[config.mk]
export PLATFORM = sky130hd
export DESIGN_NAME = uart_rx_fifo
export DESIGN_NICKNAME = d
export VERILOG_FILES = /design/src/rtl/uart_rx_fifo.sv
export SDC_FILE = /design/constraint.sdc
export NUM_CORES = 1
export LEC_CHECK = 0
export ABC_AREA = 1
export BUFFER_PORTS_ARGS = -buffer_cell sky130_fd_sc_hd__buf_2
export CAP_MARGIN = 10
export CORE_UTILIZATION = 65
export CTS_BUF_LIST = sky130_fd_sc_hd__clkbuf_8
export DETAILED_ROUTE_END_ITERATION = 10
export HOLD_SLACK_MARGIN = 0.05
export PLACE_DENSITY_LB_ADDON = 0.15
export SLEW_MARGIN = 30
export SYNTH_ARGS = -nofsm -noshare
export SYNTH_HDL_FRONTEND = slang
export SYNTH_SLANG_ARGS = --single-unit
[constraint.sdc]
create_clock -name clk -period 3.69 [get_ports clk]
set_input_delay 0.369 -clock clk [delete_from_list [all_inputs] [get_ports clk]]
set_output_delay 0.369 -clock clk [all_outputs]
set_load 0.01 [all_outputs]
[src/rtl/uart_rx_fifo.sv]
// Receive buffer behind the UART receiver: one word captured per ready rising edge,
// stored in a circular FIFO and presented through a fall-through valid/ready read port.
module uart_rx_fifo #(
  parameter int unsigned Word_Len   = 8,
  parameter int unsigned FIFO_DEPTH = 16
) (
  input  logic                          clk,
  input  logic                          reset,
  input  logic                          rx_data_in_ready,
  input  logic [Word_Len-1:0]           rx_data_in,
  input  logic                          rd_ready,
  output logic                          rd_valid,
  output logic [Word_Len-1:0]           rd_data,
  output logic [$clog2(FIFO_DEPTH):0]   fifo_count,
  output logic                          fifo_full,
  output logic                          fifo_empty,
  output logic                          overflow,
  input  logic                          clr_overflow
);

  localparam int unsigned ADDR_W = $clog2(FIFO_DEPTH);

  localparam logic [ADDR_W-1:0] PtrOne    = 1;
  localparam logic [ADDR_W:0]   CntOne    = 1;
  localparam logic [ADDR_W:0]   CntZero   = '0;
  localparam logic [ADDR_W:0]   CntDepth  = FIFO_DEPTH[ADDR_W:0];

  if ((FIFO_DEPTH < 2) || ((FIFO_DEPTH & (FIFO_DEPTH - 1)) != 0)) begin : g_depth_check
    $error("uart_rx_fifo: FIFO_DEPTH must be a power of two and at least 2");
  end

  logic                 ready_q, ready_d;
  logic [ADDR_W-1:0]    wr_ptr_q, wr_ptr_d;
  logic [ADDR_W-1:0]    rd_ptr_q, rd_ptr_d;
  logic [ADDR_W:0]      count_q, count_d;
  logic                 full_q, full_d;
  logic                 empty_q, empty_d;
  logic                 overflow_q, overflow_d;
  logic [Word_Len-1:0]  mem_q [FIFO_DEPTH];

  logic wr_req;
  logic pop;
  logic wr_en;
  logic drop;

  // Only the rising edge of the ready level counts, so a long stop bit writes once.
  assign wr_req = rx_data_in_ready & ~ready_q;
  assign pop    = ~empty_q & rd_ready;
  // When full, a same-cycle pop frees the slot the new word lands in.
  assign wr_en  = wr_req & (~full_q | pop);
  assign drop   = wr_req & full_q & ~pop;

  always_comb begin
    ready_d    = rx_data_in_ready;
    wr_ptr_d   = wr_ptr_q;
    rd_ptr_d   = rd_ptr_q;
    count_d    = count_q;
    overflow_d = overflow_q;

    if (wr_en) begin
      wr_ptr_d = wr_ptr_q + PtrOne;
    end
    if (pop) begin
      rd_ptr_d = rd_ptr_q + PtrOne;
    end

    unique case ({wr_en, pop})
      2'b10:   count_d = count_q + CntOne;
      2'b01:   count_d = count_q - CntOne;
      default: count_d = count_q;
    endcase

    full_d  = (count_d == CntDepth);
    empty_d = (count_d == CntZero);

    // A drop in the same cycle as a clear must remain visible.
    if (drop) begin
      overflow_d = 1'b1;
    end else if (clr_overflow) begin
      overflow_d = 1'b0;
    end
  end

  always_ff @(posedge clk) begin
    if (reset) begin
      ready_q    <= 1'b1;
      wr_ptr_q   <= '0;
      rd_ptr_q   <= '0;
      count_q    <= '0;
      full_q     <= 1'b0;
      empty_q    <= 1'b1;
      overflow_q <= 1'b0;
    end else begin
      ready_q    <= ready_d;
      wr_ptr_q   <= wr_ptr_d;
      rd_ptr_q   <= rd_ptr_d;
      count_q    <= count_d;
      full_q     <= full_d;
      empty_q    <= empty_d;
      overflow_q <= overflow_d;
    end
  end

  // Storage is not reset; contents are only observable while rd_valid is high.
  always_ff @(posedge clk) begin
    if (!reset && wr_en) begin
      mem_q[wr_ptr_q] <= rx_data_in;
    end
  end

  assign rd_valid   = ~empty_q;
  assign rd_data    = mem_q[rd_ptr_q];
  assign fifo_count = count_q;
  assign fifo_full  = full_q;
  assign fifo_empty = empty_q;
  assign overflow   = overflow_q;

endmodule

==> qor.txt <==
crit path capture: rd_data[5]
Reg2Reg Setup Slack: 1.41 ns
Fin Setup TNS: 0 ns
final-report hold violation count: 0
worst endpoint data arrival time: 2.40 ns
Post-CTS Setup Repair Bufs: 0
Placed Cells: 644
wire per inst: 18.7 um
Post-synth EDFFs: 128
Clk pwr share: 32.4%
Initial Util: 67.3%
CP Capture Type: primary output
core area: 9240 um^2
Final Util: 74.0%
Final Cycle Share: 74.9%
R2R Path End: fifo_empty$_SDFF_PP1_
Crit Path Max Fanout: 41
n_diodes: 0
R2R Path Start: fifo_empty$_SDFF_PP1_
multi-input combinational cell area: 1570 um^2
IO Pins: 30
Synth Area per Inst: 12.5 um^2
Yosys top cell area share: 61.8%
layout cell share with drive strength beyond 1: 13.7%
Fillers: 623
Initial DRC Count: 320
Mapped Area: 6220 um^2
largest net degree at the start of global routing: 42
H-tree levels: 4
port bufs: 29
Via density: 5.72
first-pass GRT wire length: 19.7 mm
ys flop type: edfxtp_1
HPWL Detailed: 8.15 mm
min-delay worst type: input pin to flip-flop
CTS max path bufs: 2
clock latency on the worst-skew pair: 0.43 ns
# Max-Cap Violations: 0
min cycle time layout: 2.76 ns
RSZ-0062 raised after global routing: no
max_slew headroom: 41.8%
status: complete, no violations
fmax: 0.362 GHz
CTS Buf Count: 17
die width: 99.8 um
Unique masters post-synth: 26
Area Growth Syn to Fin: 10.0%
All-Layer GR Usage: 27.8%
endpoints failing setup: 0
area leader, netlist: edfxtp_1
Synth area leaders: edfxtp_1, dfxtp_1, mux2i_1
GPL Wtd Cong: 0.858
Gate power share: 17.0%
die area: 9960 um^2
DR vias: 3866
ANT nets after route: 0
DRC: 0
Post-CTS Hold Buffers: 0
initial antenna violation count: 0
PwrDens: 553 nW/um^2
final WL: 12.6 mm
most frequent cells after synthesis: edfxtp_1, inv_1, nand2_1, o21ai_0, a21oi_1
Sink Count: 149
Rows: 35
syn_nets: 520
Seq/Total Area, Yosys: 68.6%
Synth async-reset ratio: 0%
CTS clock-pin slew for the worst setup and hold paths: 0.08 ns
Nets: 555
Worst Tran Pin Value: 0.871 ns
Clock Skew: 0.0109 ns
Leakage: 0.00245 uW
total grt overflow: 0
reg2reg path depth: 14
cells after synthesis: 499
switching pwr: 1080 uW
vias in the first global route: 3662
CTS tree: done
post_cts resized: 0
sw frac: 28.6%
final non-filler cell total: 676
CTS root buffer: clkbuf_8
first-pass detailed-route iteration total: 5
count leader, synth: edfxtp_1
Register Area: 4270 um^2
post-synthesis register bit count: 149
fin. max-slew vios: 0
maximum vdd drop: 292 uV
critical path startpoint category: flip-flop
part of the power in registers: 50.6%
Worst EP required: 3.32 ns
Setup CP Type: flip-flop to primary output
Synth Warn #: 0
internal power: 2700 uW
Die Span Y: 99.8 um
[cells in the final DEF, fill, tap and decap left out, types with 2 or more instances in the layout]
cell type / instances
a21oi_1: 40
buf_2: 29
buf_4: 10
bufinv_16: 2
clkbuf_8: 17
clkinvlp_4: 4
dfxtp_1: 20
edfxtp_1: 128
ha_1: 8
inv_1: 64
inv_6: 5
mux2i_1: 32
nand2_1: 45
nand3_1: 18
nand4_1: 2
nor2_1: 24
nor3_1: 6
nor3_2: 3
o211ai_1: 32
o21ai_0: 43
o21ai_1: 7
[area by class of cell]
type,instances,share of cell area (%)
repair buffers,39,3.22
inverters,62,3.40
clock inverters,15,2.27
well taps,129,2.36
flip-flops and latches,149,62.4
multi-input cells,265,23.0
clock buffers,17,3.42
[power groups by stage]
| stage | clock network, uW | registers, uW | logic (uW) |
|---|---|---|---|
| floorplan | 0 | 1920 | 504 |
| global placement | 0 | 1950 | 626 |
| detailed placement | 0 | 1950 | 638 |
| CTS | 1230 | 1910 | 640 |
| global route | 1300 | 1920 | 723 |
| finish | 1230 | 1910 | 643 |
[worst min-delay path by stage]
stage	slack [ns]	cells after the start	start	end
2_1_floorplan	0.46	2	rd_ptr_q[2]$_SDFFE_PP0P_	flip-flop
3_3_place_gp	0.45	2	overflow$_SDFFE_PP0P_	overflow$_SDFFE_PP0P_
3_5_place_dp	0.46	2	overflow$_SDFFE_PP0P_	overflow$_SDFFE_PP0P_
4_1_cts	0.11	3	rx_data_in_ready	ready_q$_SDFF_PP1_
5_1_grt	0.14	3	rx_data_in_ready	ready_q$_SDFF_PP1_
6_report	0.12	3	rx_data_in_ready	ready_q$_SDFF_PP1_
[kinds of logic after synthesis]
group | synth area share [%]
AOI/OAI and AO/OA | 11.4
xor gates and xnor gates | 0.141
adders and majority gates | 1.61
buffers and inverters | 6.40
DFF | 68.6
muxes | 5.15
and+or+nand+nor | 6.74
[state kept, by name (all words and copies together) (netlist names), named ones only]
name,flops
rd_ptr_q,4
wr_ptr_q,4
fifo_count,5
mem_q,128
overflow,1
ready_q,1
fifo_empty,1
fifo_full,1
[per-stage QoR]
stage | total power, uW | cell area [um^2] | hold slack (ns) | setup WS (ns)
finish | 3780 | 6840 | 0.123 | 0.926
global route | 3950 | 6840 | 0.142 | 0.737
CTS | 3790 | 6840 | 0.109 | 0.951
detailed placement | 2590 | 6450 | 0.461 | 1.33
global placement | 2580 | 6440 | 0.451 | 1.20
floorplan | 2430 | 6220 | 0.455 | 1.61
[metal layers]
layer / up-vias / wire length, um / share of wire [%] / GRT usage (%)
met1: 1860 / 5530 / 44 / 38.4
met5: - / 0 / 0 / 0
met2: 123 / 6060 / 48 / 42.8
met3: 25 / 778 / 6.2 / 6.89
li1: 1858 / - / - / -
met4: 0 / 272 / 2.2 / 11.5
[worst max-delay path, stage by stage (launching register included)]
cell      delay [ns]
dfxtp_4         0.65
buf_4           0.40
a21oi_1         0.11
o21ai_0         0.09
o21ai_0         0.20
o211ai_1        0.25
nand2_1         0.09
buf_2           0.15
Power figures use the tool's default switching activity.
